$ cat config.mk
export PLATFORM = sky130hd
export DESIGN_NAME = fetch_queue_unit_flat
export DESIGN_NICKNAME = d
export VERILOG_FILES = /design/src/rtl/fetch_queue_unit_pkg.sv /design/src/rtl/fetch_queue_unit_if.sv /design/src/rtl/fetch_queue_unit_fetch_queue.sv /design/src/rtl/fetch_queue_unit.sv /design/src/flat_wrapper.sv
export SDC_FILE = /design/constraint.sdc
export NUM_CORES = 1
export LEC_CHECK = 0
export BUFFER_PORTS_ARGS = -buffer_cell sky130_fd_sc_hd__buf_2
export CORE_MARGIN = 5
export CORE_UTILIZATION = 25
export CTS_CLUSTER_DIAMETER = 50
export DETAILED_ROUTE_END_ITERATION = 10
export GPL_TIMING_DRIVEN = 0
export SYNTH_ARGS = -nofsm -noshare
export SYNTH_HDL_FRONTEND = slang
export SYNTH_HIERARCHICAL = 1
export SYNTH_SLANG_ARGS = --single-unit
$ cat constraint.sdc
create_clock -name clk_in -period 9.9 [get_ports clk_in]
set_clock_uncertainty 0.2 [all_clocks]
set_input_delay 1.98 -clock clk_in [delete_from_list [all_inputs] [get_ports clk_in]]
set_output_delay 1.98 -clock clk_in [all_outputs]
set_load 0.02 [all_outputs]
$ cat src/rtl/fetch_queue_unit_pkg.sv
// Shared definitions for the fetch front end: opcodes, field ranges, default widths, FSM states.
// Latency: n/a (definitions only).
// Backpressure: n/a.
package fetch_queue_unit_pkg;

   localparam int ADDR_TYPE_W  = 32;
   localparam int INST_TYPE_W  = 32;
   localparam int FQ_DEPTH_DEF = 4;

   // Opcode field of an instruction word
   localparam int OPTYPE_HI = 6;
   localparam int OPTYPE_LO = 0;
   localparam int OPTYPE_W  = OPTYPE_HI - OPTYPE_LO + 1;

   localparam logic [OPTYPE_W-1:0] OP_JAL = 7'b1101111;
   localparam logic [OPTYPE_W-1:0] OP_BR  = 7'b1100011;

   typedef enum logic [1:0] {
      IDLE     = 2'd0,
      MEM_WAIT = 2'd1,
      DRAIN    = 2'd2
   } state_t;

endpackage

$ cat src/rtl/fetch_queue_unit_if.sv
// Bundle of fetch-unit control, memory, icache, predictor and decode signals.
// Latency: n/a (wires only).
// Backpressure: dc_valid/dc_accept toward decode; mc_req_valid held until mc_resp_valid.
// Ports: master = fetch unit side, slave = environment (ROB, memory, icache, predictor, decoder).
interface fetch_queue_unit_if #(
   parameter int ADDR_W = 32,
   parameter int INST_W = 32,
   parameter int CNT_W  = 3
);
   logic              rdy_in;
   logic              clr_in;
   logic [ADDR_W-1:0] redirect_pc;
   logic              mc_req_valid;
   logic [ADDR_W-1:0] mc_req_addr;
   logic              mc_resp_valid;
   logic [INST_W-1:0] mc_resp_inst;
   logic [ADDR_W-1:0] ic_fetch_addr;
   logic              ic_hit;
   logic [INST_W-1:0] ic_hit_inst;
   logic              ic_upd_valid;
   logic [ADDR_W-1:0] ic_upd_addr;
   logic [INST_W-1:0] ic_upd_inst;
   logic [ADDR_W-1:0] pr_pc;
   logic              pr_taken;
   logic              dc_valid;
   logic              dc_accept;
   logic [ADDR_W-1:0] dc_pc;
   logic [INST_W-1:0] dc_inst;
   logic [6:0]        dc_op;
   logic              dc_pred_br;
   logic [CNT_W-1:0]  fq_count;

   modport master (
      input  rdy_in, clr_in, redirect_pc, mc_resp_valid, mc_resp_inst,
             ic_hit, ic_hit_inst, pr_taken, dc_accept,
      output mc_req_valid, mc_req_addr, ic_fetch_addr, ic_upd_valid, ic_upd_addr,
             ic_upd_inst, pr_pc, dc_valid, dc_pc, dc_inst, dc_op, dc_pred_br, fq_count
   );

   modport slave (
      output rdy_in, clr_in, redirect_pc, mc_resp_valid, mc_resp_inst,
             ic_hit, ic_hit_inst, pr_taken, dc_accept,
      input  mc_req_valid, mc_req_addr, ic_fetch_addr, ic_upd_valid, ic_upd_addr,
             ic_upd_inst, pr_pc, dc_valid, dc_pc, dc_inst, dc_op, dc_pred_br, fq_count
   );
endinterface

$ cat src/rtl/fetch_queue_unit_fetch_queue.sv
// Synchronous FIFO of fetched entries {pc, inst, pred}; head is a registered entry.
// Latency: a push is visible at the head one cycle later; pop takes effect at the clock edge.
// Backpressure: caller must not push when full nor pop when empty; flush empties in one cycle.
// Ports: clk/rst, push/push_data, pop, flush, head_data, count, full, empty.
module fetch_queue
   import fetch_queue_unit_pkg::*;
#(
   parameter int DEPTH = 4,
   parameter int WIDTH = 65
) (
   input  logic                       clk,
   input  logic                       rst,
   input  logic                       push,
   input  logic [WIDTH-1:0]           push_data,
   input  logic                       pop,
   input  logic                       flush,
   output logic [WIDTH-1:0]           head_data,
   output logic [$clog2(DEPTH):0]     count,
   output logic                       full,
   output logic                       empty
);
   localparam int PTR_W = $clog2(DEPTH);
   localparam int CNT_W = PTR_W + 1;

   logic [WIDTH-1:0] mem [DEPTH];
   logic [PTR_W-1:0] rd_ptr, wr_ptr;

   always_ff @(posedge clk or posedge rst) begin
      if (rst) begin
         for (int i = 0; i < DEPTH; i++) mem[i] <= '0;
         rd_ptr <= '0;
         wr_ptr <= '0;
         count  <= '0;
      end else if (flush) begin
         rd_ptr <= '0;
         wr_ptr <= '0;
         count  <= '0;
      end else begin
         if (push) begin
            mem[wr_ptr] <= push_data;
            wr_ptr      <= wr_ptr + PTR_W'(1);   // DEPTH is a power of two, so this wraps
         end
         if (pop) rd_ptr <= rd_ptr + PTR_W'(1);
         case ({push, pop})
            2'b10:   count <= count + CNT_W'(1);
            2'b01:   count <= count - CNT_W'(1);
            default: count <= count;
         endcase
      end
   end

   assign head_data = mem[rd_ptr];
   assign full      = (count == CNT_W'(DEPTH));
   assign empty     = (count == '0);
endmodule

$ cat src/rtl/fetch_queue_unit.sv
// Instruction fetch front end: icache hit / memory miss sourcing, JAL/BR prediction, fetch queue.
// Latency: icache hit enters the queue at the next edge (1 inst/cycle); miss waits for mc_resp_valid.
// Backpressure: fetch stops while the queue is full; decode pops with dc_valid & dc_accept.
// Ports: clk_in, rst_in (async active-high), bus = fetch_queue_unit_if.master.
module fetch_queue_unit
   import fetch_queue_unit_pkg::*;
#(
   parameter int                ADDR_W   = ADDR_TYPE_W,
   parameter int                INST_W   = INST_TYPE_W,
   parameter int                FQ_DEPTH = FQ_DEPTH_DEF,
   parameter logic [ADDR_W-1:0] RESET_PC = '0
) (
   input  logic               clk_in,
   input  logic               rst_in,
   fetch_queue_unit_if.master bus
);
   localparam int CNT_W = $clog2(FQ_DEPTH) + 1;
   localparam int ENT_W = ADDR_W + INST_W + 1;

   state_t            state, state_n;
   logic [ADDR_W-1:0] pc, pc_n;
   logic              req, req_n;
   logic              push, pop, flush, fill;
   logic              full, empty;
   logic [CNT_W-1:0]  count;
   logic [ENT_W-1:0]  head;
   logic [INST_W-1:0] head_inst;
   logic [INST_W-1:0] cur_inst;
   logic              is_jal, is_br, pred;
   logic [ADDR_W-1:0] j_imm, b_imm, next_pc;

   // The instruction being fetched this cycle comes from memory only while a miss is pending
   assign cur_inst = (state == MEM_WAIT) ? bus.mc_resp_inst : bus.ic_hit_inst;
   assign is_jal   = (cur_inst[OPTYPE_HI:OPTYPE_LO] == OP_JAL);
   assign is_br    = (cur_inst[OPTYPE_HI:OPTYPE_LO] == OP_BR);
   assign pred     = is_jal | (is_br & bus.pr_taken);

   assign j_imm = {{(ADDR_W-20){cur_inst[31]}}, cur_inst[19:12], cur_inst[20], cur_inst[30:21], 1'b0};
   assign b_imm = {{(ADDR_W-12){cur_inst[31]}}, cur_inst[7], cur_inst[30:25], cur_inst[11:8], 1'b0};

   always_comb begin
      next_pc = pc + ADDR_W'(4);
      if (is_jal)                     next_pc = pc + j_imm;
      else if (is_br && bus.pr_taken) next_pc = pc + b_imm;
   end

   always_comb begin
      state_n = state;
      pc_n    = pc;
      req_n   = req;
      push    = 1'b0;
      flush   = 1'b0;
      fill    = 1'b0;
      if (bus.rdy_in) begin
         if (bus.clr_in) begin
            flush = 1'b1;
            pc_n  = bus.redirect_pc;
            req_n = 1'b0;
            // An outstanding request must be drained, unless its response lands in this very cycle
            if ((state == MEM_WAIT || state == DRAIN) && !bus.mc_resp_valid) state_n = DRAIN;
            else                                                               state_n = IDLE;
         end else begin
            unique case (state)
               IDLE: begin
                  if (!full) begin
                     if (bus.ic_hit) begin
                        push = 1'b1;
                        pc_n = next_pc;
                     end else begin
                        req_n   = 1'b1;
                        state_n = MEM_WAIT;
                     end
                  end
               end
               MEM_WAIT: begin
                  // Slot is guaranteed: the miss was issued when not full and nothing else pushes
                  if (bus.mc_resp_valid) begin
                     push    = 1'b1;
                     fill    = 1'b1;
                     pc_n    = next_pc;
                     req_n   = 1'b0;
                     state_n = IDLE;
                  end
               end
               DRAIN: begin
                  if (bus.mc_resp_valid) state_n = IDLE;
               end
               default: state_n = IDLE;
            endcase
         end
      end
   end

   assign pop = bus.rdy_in && !bus.clr_in && !empty && bus.dc_accept;

   always_ff @(posedge clk_in or posedge rst_in) begin
      if (rst_in) begin
         state <= IDLE;
         pc    <= RESET_PC;
         req   <= 1'b0;
      end else begin
         state <= state_n;
         pc    <= pc_n;
         req   <= req_n;
      end
   end

   fetch_queue #(
      .DEPTH (FQ_DEPTH),
      .WIDTH (ENT_W)
   ) u_fetch_queue (
      .clk       (clk_in),
      .rst       (rst_in),
      .push      (push),
      .push_data ({pc, cur_inst, pred}),
      .pop       (pop),
      .flush     (flush),
      .head_data (head),
      .count     (count),
      .full      (full),
      .empty     (empty)
   );

   // PC is stable for the whole miss, so the request address can be taken from it directly
   assign bus.mc_req_valid  = req;
   assign bus.mc_req_addr   = req ? pc : '0;
   assign bus.ic_fetch_addr = pc;
   assign bus.pr_pc         = pc;
   assign bus.ic_upd_valid  = fill;
   assign bus.ic_upd_addr   = fill ? pc : '0;
   assign bus.ic_upd_inst   = fill ? bus.mc_resp_inst : '0;

   assign head_inst      = head[INST_W:1];
   assign bus.dc_valid   = !empty;
   assign bus.dc_pc      = head[ENT_W-1:INST_W+1];
   assign bus.dc_inst    = head_inst;
   assign bus.dc_op      = head_inst[OPTYPE_HI:OPTYPE_LO];
   assign bus.dc_pred_br = head[0];
   assign bus.fq_count   = count;
endmodule
$ cat src/flat_wrapper.sv
// flat-port wrapper written by rule: the top's interface ports become plain ports
module fetch_queue_unit_flat import fetch_queue_unit_pkg::*;
#(
   parameter int                ADDR_W   = ADDR_TYPE_W,
   parameter int                INST_W   = INST_TYPE_W,
   parameter int                FQ_DEPTH = FQ_DEPTH_DEF,
   parameter logic [ADDR_W-1:0] RESET_PC = '0
)
  (clk_in, rst_in, bus_rdy_in, bus_clr_in, bus_redirect_pc, bus_mc_resp_valid, bus_mc_resp_inst, bus_ic_hit, bus_ic_hit_inst, bus_pr_taken, bus_dc_accept, bus_mc_req_valid, bus_mc_req_addr, bus_ic_fetch_addr, bus_ic_upd_valid, bus_ic_upd_addr, bus_ic_upd_inst, bus_pr_pc, bus_dc_valid, bus_dc_pc, bus_dc_inst, bus_dc_op, bus_dc_pred_br, bus_fq_count);
  fetch_queue_unit_if #(.ADDR_W(ADDR_W), .INST_W(INST_W)) bus_i ();
  input  logic clk_in;
  input  logic rst_in;
  input wire logic [$bits(bus_i.rdy_in)-1:0] bus_rdy_in;
  input wire logic [$bits(bus_i.clr_in)-1:0] bus_clr_in;
  input wire logic [$bits(bus_i.redirect_pc)-1:0] bus_redirect_pc;
  input wire logic [$bits(bus_i.mc_resp_valid)-1:0] bus_mc_resp_valid;
  input wire logic [$bits(bus_i.mc_resp_inst)-1:0] bus_mc_resp_inst;
  input wire logic [$bits(bus_i.ic_hit)-1:0] bus_ic_hit;
  input wire logic [$bits(bus_i.ic_hit_inst)-1:0] bus_ic_hit_inst;
  input wire logic [$bits(bus_i.pr_taken)-1:0] bus_pr_taken;
  input wire logic [$bits(bus_i.dc_accept)-1:0] bus_dc_accept;
  output wire logic [$bits(bus_i.mc_req_valid)-1:0] bus_mc_req_valid;
  output wire logic [$bits(bus_i.mc_req_addr)-1:0] bus_mc_req_addr;
  output wire logic [$bits(bus_i.ic_fetch_addr)-1:0] bus_ic_fetch_addr;
  output wire logic [$bits(bus_i.ic_upd_valid)-1:0] bus_ic_upd_valid;
  output wire logic [$bits(bus_i.ic_upd_addr)-1:0] bus_ic_upd_addr;
  output wire logic [$bits(bus_i.ic_upd_inst)-1:0] bus_ic_upd_inst;
  output wire logic [$bits(bus_i.pr_pc)-1:0] bus_pr_pc;
  output wire logic [$bits(bus_i.dc_valid)-1:0] bus_dc_valid;
  output wire logic [$bits(bus_i.dc_pc)-1:0] bus_dc_pc;
  output wire logic [$bits(bus_i.dc_inst)-1:0] bus_dc_inst;
  output wire logic [$bits(bus_i.dc_op)-1:0] bus_dc_op;
  output wire logic [$bits(bus_i.dc_pred_br)-1:0] bus_dc_pred_br;
  output wire logic [$bits(bus_i.fq_count)-1:0] bus_fq_count;
  assign bus_i.rdy_in = bus_rdy_in;
  assign bus_i.clr_in = bus_clr_in;
  assign bus_i.redirect_pc = bus_redirect_pc;
  assign bus_i.mc_resp_valid = bus_mc_resp_valid;
  assign bus_i.mc_resp_inst = bus_mc_resp_inst;
  assign bus_i.ic_hit = bus_ic_hit;
  assign bus_i.ic_hit_inst = bus_ic_hit_inst;
  assign bus_i.pr_taken = bus_pr_taken;
  assign bus_i.dc_accept = bus_dc_accept;
  assign bus_mc_req_valid = bus_i.mc_req_valid;
  assign bus_mc_req_addr = bus_i.mc_req_addr;
  assign bus_ic_fetch_addr = bus_i.ic_fetch_addr;
  assign bus_ic_upd_valid = bus_i.ic_upd_valid;
  assign bus_ic_upd_addr = bus_i.ic_upd_addr;
  assign bus_ic_upd_inst = bus_i.ic_upd_inst;
  assign bus_pr_pc = bus_i.pr_pc;
  assign bus_dc_valid = bus_i.dc_valid;
  assign bus_dc_pc = bus_i.dc_pc;
  assign bus_dc_inst = bus_i.dc_inst;
  assign bus_dc_op = bus_i.dc_op;
  assign bus_dc_pred_br = bus_i.dc_pred_br;
  assign bus_fq_count = bus_i.fq_count;
  fetch_queue_unit #(.ADDR_W(ADDR_W), .INST_W(INST_W), .FQ_DEPTH(FQ_DEPTH), .RESET_PC(RESET_PC)) u_core (.clk_in(clk_in), .rst_in(rst_in), .bus(bus_i));
endmodule
==> summary.md, run 1 <==
| Metric | Value |
|---|---|
| Status | finished, final reports clean |
| Reg power frac | 0.275 |
| Clock transition at the registers of the reported paths | 0.05 ns |
| Gr ovfl total | 0 |
| Syn avg cell area | 11.3 sq um |
| Max-slew violations | 0 |
| Starting density of the core | 0.252 |
| Final net count | 2209 |
| Placed Instance Area | 21800 sq um |
| Post-synth top flop | dfrtp_1 |
| Crit-path cells | buf_2, clkbuf_1, inv_1, and4_1, buf_1, clkbuf_1, and2_1, buf_2 |
| Vias in the first global route | 15300 |
| Share of post-route cells with drive strength above 1 | 0.394 |
| Slew HR | 0.228 |
| Drt first pass iters | 6 |
| DP Cell Count | 2973 |
| Sequential area share after synthesis | 0.402 |
| Pwr dens | 341 nW/um^2 |
| XOR/XNOR Fraction of Synth Area | 0.0252 |
| Clock network power share | 0.188 |
| Hold path depth | 1 |
| Skew-Pair Late Insertion Delay | 0.56 ns |
| Met3 GRT Util | 0.0476 |
| Fin crit period | 7.40 ns |
| CP max stage cell | clkbuf_1 |
| Kind of critical path | in2out |
| Synth top area cells | dfrtp_1, mux2_2, mux4_2 |
| Met2 usage | 0.263 |
| Startpoint Class | primary input |
| Combinational Power Share | 0.538 |
| Netlist cell types | 92 |
| Capturing point of the worst reg2reg path | u_core/bus.ic_fetch_addr[25] |
| Final wirelength | 68800 um |
| Yosys reg bits | 302 |
| Cell with the most instances after synthesis | dfrtp_1 |
| Multiplexer share of the synthesized area | 0.262 |
| IO Port Bufs | 341 |
| Max-Cap Viols | 0 |
| Fmax | 0.135 GHz |
| Final Util | 0.311 |
| H-tree Lvls | 2 |
| Synth Instances | 1660 |
| CTS tree | yes |
| RSZ-0062 raised after global routing | no |
| Fin. Hold Viols | 0 |
| Syn-to-layout area delta | 23.5% |
| CTS sink count | 302 |
| Leakage | 0.0109 uW |
| 1st-iter DRT viols | 1172 |
| Hold Path Class | reg2reg |
| Reg2reg setup slack | 4.80 ns |
| Post-CTS sizing | 0 |
| Synth Area in Adders | 0.0391 |
| Simple-gate share of the synthesized area | 0.115 |
| Global-route wire length before repair | 102000 um |
| Initial antenna violation count | 14 |
| Crit end category | output port |
| Main combinational cell family by area after synthesis | multiplexers |
| Vias per cell | 4.96 |
| Met1 Resource Use GR | 0.218 |
| Largest net degree at the start of global routing | 126 |
| I/O pin total | 342 |
| Bufs on Longest Clock Path | 3 |
| Final HPWL DP | 51900 um |
| Post-synthesis net count | 1821 |
| HP Start | u_core/u_fetch_queue/mem[122] |
| Tcrit/Tclk final | 0.748 |
| Die area | 80800 sq um |
| Peak supply drop | 127 uV |
| Top Usage Layer GRT | met2 |
| Synth area leader | dfrtp_1 |
| Die X | 284 um |
| Int Pwr | 4350 uW |
| Setup violators final | 0 |
| Critical R2R Launch | u_core/state[1] |
| RD Place Congestion | 0.963 |
| Core Area | 74600 sq um |
| Post-synth top area share | 0.402 |
| Total Routing Usage GR | 0.165 |
| Hold Path End | u_core/u_fetch_queue/mem[122] |
| Buffer and inverter count on the worst path | 6 |
| Synth cell count leaders | dfrtp_1, mux2_2, nand2_1 |
| Fin cells | 3052 |
| R2R depth | 15 |
| Hold buffers post-CTS | 0 |
| WL per Instance | 22.5 um |
| Cell area after synthesis | 18800 sq um |
| Async S/R FF share, synth | 1.00 |
| DRC | 0 |
| TritonCTS buffer count | 42 |
| Worst-Margin Slew | 1.16 ns |
| Via Count | 15100 |
| Critical Path AT | 5.22 ns |
| Root Buffer | clkbuf_16 |
| Worst-path fanout max | 12 |
| Critical path required time | 7.72 ns |
| Rows | 100 |
| Final instance area | 23200 sq um |
| Complex-gate fraction of the synthesized area | 0.107 |
| Sw frac | 0.451 |
| Max incr delay on CP | 0.78 ns |
| Cell family with most CP delay | buffers and inverters |
| Die Span Y | 284 um |
| Post-synth EDFFs | 0 |
| Net switching power | 3570 uW |
| Final antenna-violating net count | 0 |
| Worst hold slack | 0.284 ns |
| Post-CTS setup buffers | 0 |
| Ys Warns | 6 |
[kinds of logic after synthesis]
kind of cell | count (synthesis)
AOI/OAI and AO/OA | 295
xor gates and xnor gates | 54
adders and majority gates | 57
buffers and inverters | 169
DFF | 302
muxes | 373
and+or+nand+nor | 410
[worst register-to-register path, delay by kind of cell, from the launching register on]
family,cells,cell delay [ns]
buffers and inverters,3,1.20
adders and majority gates,3,0.77
AOI/OAI and AO/OA,8,1.93
DFF,1,0.37
muxes,1,0.53
[layout by cell type, fill, tap and decap left out, types with 9 or more instances in the layout]
| cell | netlist | final |
|---|---|---|
| or3_1 | 12 | 12 |
| mux2_1 | 85 | 85 |
| nor3_1 | 23 | 23 |
| o22ai_1 | 11 | 11 |
| o21ai_0 | 58 | 58 |
| o211ai_1 | 9 | 9 |
| buf_2 | 39 | 380 |
| inv_1 | 27 | 25 |
| buf_6 | 10 | 10 |
| and4_1 | 9 | 9 |
| buf_4 | 49 | 49 |
| mux2i_1 | 14 | 14 |
| nor2b_1 | 11 | 11 |
| o21a_1 | 13 | 13 |
| nor2_1 | 65 | 65 |
| clkbuf_1 | 37 | 41 |
| dfrtp_1 | 302 | 302 |
| nand4_1 | 15 | 15 |
| nand2_1 | 103 | 103 |
| mux2_2 | 208 | 208 |
| a21oi_1 | 84 | 84 |
| xnor2_1 | 26 | 26 |
| mux4_2 | 65 | 65 |
| clkbuf_16 | 0 | 45 |
| ha_1 | 54 | 54 |
| a211oi_1 | 12 | 12 |
| xor2_1 | 28 | 28 |
| nand3_1 | 30 | 30 |
| a31oi_1 | 11 | 11 |
| and2_1 | 102 | 102 |
| a21o_1 | 11 | 11 |
| and3_1 | 11 | 11 |
[power by group through the flow]
stage | sequential, uW | combinational (uW) | clock (uW)
after floorplan | 2050 | 2980 | 0
after global placement | 2200 | 4220 | 0
after detailed placement | 2210 | 4250 | 0
after CTS | 2190 | 4270 | 1530
after global routing | 2260 | 4600 | 1580
final | 2170 | 4260 | 1490
[flip-flops by register name (all words and copies together) (netlist names)]
signal                       count
u_core/u_fetch_queue/mem       260
u_core/u_fetch_queue/wr_ptr      2
u_core/bus.mc_req_valid          1
u_core/bus.ic_fetch_addr        32
u_core/state                     2
u_core/u_fetch_queue/rd_ptr      2
u_core/u_fetch_queue/count       3
[how the worst max path moves through the flow]
stage / from / end / slack [ns] / cells past startpoint
after floorplan: rst_in / u_core/u_fetch_queue/count[0] / 0.37 / 1
after global routing: bus_clr_in / bus_ic_upd_addr[14] / 2.49 / 8
final: bus_clr_in / bus_ic_upd_addr[14] / 2.50 / 8
after CTS: bus_clr_in / bus_ic_upd_addr[14] / 2.59 / 8
after detailed placement: bus_clr_in / bus_ic_upd_addr[14] / 2.60 / 8
after global placement: rst_in / u_core/u_fetch_queue/mem[2] / -3.11 / 2
[area by class of cell]
| class | count | area [sq um] |
|---|---|---|
| fill | 7695 | 51400 |
| multi-input combinational | 1189 | 10300 |
| sequential | 302 | 7560 |
| timing repair buffer | 344 | 1780 |
| clock buffer | 56 | 1240 |
| tap | 969 | 1210 |
| buffer | 141 | 841 |
| clock inverter | 17 | 156 |
| inverter | 28 | 113 |
| antenna | 6 | 15.0 |
[per-stage QoR]
stage	setup WS [ns]	power, uW	TNS, ns
after floorplan	0.366	5030	0
after global placement	-3.11	6420	-814.50
after detailed placement	2.60	6460	0
after CTS	2.59	7990	0
after global routing	2.49	8440	0
final	2.50	7920	0
[metal layers]
metal | vias to the layer above | wire (um)
met3 | 128 | 5750
met1 | 7532 | 29600
met5 | - | 95
met4 | 12 | 2070
met2 | 591 | 31300
li1 | 6876 | -
No activity file was read; power rests on OpenSTA's default activity.
==> run 2, diff against run 1 <==
--- a/config.mk
+++ b/config.mk
@@ -5,6 +5,7 @@
 export SDC_FILE = /design/constraint.sdc
 export NUM_CORES = 1
 export LEC_CHECK = 0
+export ABC_AREA = 1
 export BUFFER_PORTS_ARGS = -buffer_cell sky130_fd_sc_hd__buf_2
 export CORE_MARGIN = 5
 export CORE_UTILIZATION = 25
==> constraint.sdc (replaced) <==
create_clock -name clk_in -period 6.7 [get_ports clk_in]
set_clock_uncertainty 0.2 [all_clocks]
set_input_delay 1.34 -clock clk_in [delete_from_list [all_inputs] [get_ports clk_in]]
set_output_delay 1.34 -clock clk_in [all_outputs]
set_load 0.02 [all_outputs]
==> summary.md, run 2 <==
| Metric | Value |
|---|---|
| Setup violators final | 0 (unchanged) |
| Hold buffers post-CTS | 0 (unchanged) |
| Gr ovfl total | 0 (unchanged) |
| Netlist cell types | 49 (was 92) |
| Global-route wire length before repair | 133000 um (was 102000 um) |
| TritonCTS buffer count | 39 (was 42) |
| Synth cell count leaders | nand2_1, o21ai_0, nor2_1 (was dfrtp_1, mux2_2, nand2_1) |
| Pwr dens | 528 nW/um^2 (was 341 nW/um^2) |
| Synth top area cells | dfrtp_1, nand2_1, o21ai_0 (was dfrtp_1, mux2_2, mux4_2) |
| I/O pin total | 342 (unchanged) |
| Clock network power share | 0.159 (was 0.188) |
| DRC | 0 (unchanged) |
| Initial antenna violation count | 6 (was 14) |
| Final setup margin | 1.05 ns (was 2.50 ns) |
| Most frequent CP cell | nand2_1 |
| Critical path required time | 6.99 ns (was 7.72 ns) |
| Startpoint Class | flop (was primary input) |
| Post-synth top area share | 0.387 (was 0.402) |
| Fin crit period | 5.65 ns |
| Leakage | 0.0125 uW (was 0.0109 uW) |
| CP max stage cell | o21ai_0 (was clkbuf_1) |
| Share of post-route cells with drive strength above 1 | 0.160 (was 0.394) |
| Core Area | 77500 sq um (was 74600 sq um) |
| Via Count | 21400 (was 15100) |
| Die Span Y | 289 um (was 284 um) |
| Final HPWL DP | 72700 um (was 51900 um) |
| Cell area after synthesis | 19500 sq um (was 18800 sq um) |
| Final instance area | 23900 sq um (was 23200 sq um) |
| Worst path depth | 19 (was 8) |
| Max-Cap Viols | 0 (unchanged) |
| IO Port Bufs | 340 (was 341) |
| Final net count | 3429 (was 2209) |
| Total Routing Usage GR | 0.213 (was 0.165) |
| Sequential area share after synthesis | 0.387 (was 0.402) |
| Drt first pass iters | 5 (was 6) |
| Worst-path fanout max | 10 (was 12) |
| Tcrit/Tclk final | 0.844 |
| CTS tree | yes (unchanged) |
| Sw frac | 0.537 (was 0.451) |
| Status | finished, final reports clean (unchanged) |
| Post-CTS setup buffers | 0 (unchanged) |
| Post-synth EDFFs | 0 (unchanged) |
| Skew-Pair Late Insertion Delay | 0.55 ns (was 0.56 ns) |
| Vias per cell | 4.94 (was 4.96) |
| Top reg by flops | u_core/u_fetch_queue/mem (unchanged) |
| Most common cell after layout, fill and taps aside | nand2_1 (was buf_2) |
| Net switching power | 6770 uW (was 3570 uW) |
| Clock transition at the registers of the reported paths | 0.06 ns (was 0.05 ns) |
| Hold Path Class | reg2reg (unchanged) |
| Async S/R FF share, synth | 1.00 (unchanged) |
| Critical Path AT | 5.94 ns (was 5.22 ns) |
| WL per Instance | 21.5 um (was 22.5 um) |
| Starting density of the core | 0.252 (about the same) |
| Max-slew violations | 0 (unchanged) |
| Kind of critical path | reg2reg (was in2out) |
| Final antenna-violating net count | 0 (unchanged) |
| Most frequent cells in the layout | nand2_1, o21ai_0, buf_2, nor2_1, inv_1 (was buf_2, dfrtp_1, mux2_2, nand2_1, and2_1) |
| RSZ-0062 raised after global routing | no (unchanged) |
| Synth area leader | dfrtp_1 (unchanged) |
| Vias in the first global route | 19900 (was 15300) |
| Final wirelength | 93000 um (was 68800 um) |
| Placed Instance Area | 22700 sq um (was 21800 sq um) |
| Synth Instances | 2879 (was 1660) |
| Syn-to-layout area delta | 22.4% (was 23.5%) |
| Root Buffer | clkbuf_16 (unchanged) |
| Cell family with most CP delay | buffers and inverters (unchanged) |
| Post-synth top flop | dfrtp_1 (unchanged) |
| 1st-iter DRT viols | 2345 (was 1172) |
| Fin. Hold Viols | 0 (unchanged) |
| Int Pwr | 5830 uW (was 4350 uW) |
| R2R depth | 19 (was 15) |
| Die X | 289 um (was 284 um) |
| Peak supply drop | 215 uV (was 127 uV) |
| Yosys reg bits | 302 (unchanged) |
| Max FFs per register | 260 (unchanged) |
| Worst hold slack | 0.278 ns (was 0.284 ns) |
| Crit-path cells | ha_1, inv_2, buf_2, clkbuf_1, clkbuf_1, nand2_1, o21ai_0, ha_1, nand2_1, nor2_1, inv_1, o21ai_0, nand2_1, nand2_1, xor2_1, nand2_1, nand3_1, nand2_1, nand2_1 (was buf_2, clkbuf_1, inv_1, and4_1, buf_1, clkbuf_1, and2_1, buf_2) |
| Number of fill cells in the layout | 8636 (was 7695) |
| CTS sink count | 302 (unchanged) |
| Slew HR | 0.153 (was 0.228) |
| Cell with the most instances after synthesis | nand2_1 (was dfrtp_1) |
| Syn avg cell area | 6.78 sq um (was 11.3 sq um) |
| Post-synthesis net count | 3040 (was 1821) |
| Worst-Margin Slew | 1.26 ns (was 1.16 ns) |
| Reg power frac | 0.268 (was 0.275) |
| Ys Warns | 6 (unchanged) |
| Place WS | 1.26 ns (was 2.60 ns) |
| Buffer and inverter count on the worst path | 5 (was 6) |
| Crit end category | flop (was output port) |
| Diodes inserted | 0 (was 6) |
| Post-CTS sizing | 0 (unchanged) |
| Bufs on Longest Clock Path | 3 (unchanged) |
| RD Place Congestion | 0.976 (was 0.963) |
| Die area | 83700 sq um (was 80800 sq um) |
| Final Util | 0.308 (was 0.311) |
| Largest net degree at the start of global routing | 42 (was 126) |
| Max incr delay on CP | 0.78 ns (about the same) |
| Hold path depth | 2 (was 1) |
| H-tree Lvls | 2 (unchanged) |
| Combinational Power Share | 0.573 (was 0.538) |
| Fmax | 0.177 GHz |
| Rows | 102 (was 100) |
-- run 2: power groups by stage --
stage / Combinational (uW) / Clock, uW / Sequential (uW)
final: 7230 / 2010 / 3370
after global routing: 7910 / 2130 / 3430
after CTS: 7150 / 2050 / 3340
after detailed placement: 7120 / 0 / 3370
after global placement: 7040 / 0 / 3370
after floorplan: 4560 / 0 / 2990
-- run 2: final timing paths --
path / start / to / slack (ns)
worst max-delay path: u_core/state[0] / u_core/bus.ic_fetch_addr[13] / 1.05
worst min register to register: u_core/u_fetch_queue/mem[77] / u_core/u_fetch_queue/mem[77] / 0.28
max in group asynchronous: rst_in / u_core/u_fetch_queue/mem[17] / 4.32
worst max register to register: u_core/state[0] / u_core/bus.ic_fetch_addr[13] / 1.05
worst min-delay path: u_core/u_fetch_queue/mem[77] / u_core/u_fetch_queue/mem[77] / 0.28
min in group asynchronous: rst_in / u_core/bus.mc_req_valid / 0.78
-- run 2: cell families after synthesis --
| logic type | count (synthesis) | share of synthesized area |
|---|---|---|
| xor+xnor | 28 | 0.0126 |
| buf+inv | 510 | 0.111 |
| compound gates | 647 | 0.175 |
| fa+ha+maj | 57 | 0.0377 |
| flops | 302 | 0.387 |
| simple gates | 1335 | 0.276 |
-- run 2: per-layer routing --
layer / GRT usage / share of wire / up-vias
met4: 0.0672 / 0.035 / 2
met2: 0.333 / 0.44 / 1038
li1: - / - / 9991
met1: 0.293 / 0.42 / 10200
met3: 0.0489 / 0.10 / 164
met5: 0 / 0.00014 / -
-- run 2: area by class of cell --
class / count / area (sq um) / share of cell area
repair buffers: 348 / 1860 / 0.0777
inverters: 330 / 1240 / 0.0521
well taps: 1040 / 1300 / 0.0545
clock buffers: 50 / 1070 / 0.0447
multi-input cells: 2067 / 9790 / 0.410
flip-flops and latches: 302 / 7560 / 0.316
plain buffers: 180 / 927 / 0.0388
clock inverters: 11 / 139 / 0.00582
-- run 2: worst reg2reg max path: stages (launching register included) --
cell and delay, ns:
dfrtp_1 0.39, ha_1 0.39, inv_2 0.34, buf_2 0.50, clkbuf_1 0.34, clkbuf_1 0.39
nand2_1 0.08, o21ai_0 0.33, ha_1 0.37, nand2_1 0.18, nor2_1 0.22, inv_1 0.06
o21ai_0 0.78, nand2_1 0.10, nand2_1 0.17, xor2_1 0.32, nand2_1 0.14, nand3_1 0.15
nand2_1 0.08, nand2_1 0.06
-- run 2: through the flow --
stage	total power, uW	std cells	setup TNS (ns)
floorplan	7550	2879	0
global placement	10400	4259	-25.99
detailed placement	10500	4267	0
CTS	12500	4328	0
global route	13500	4328	0
finish	12600	4328	0
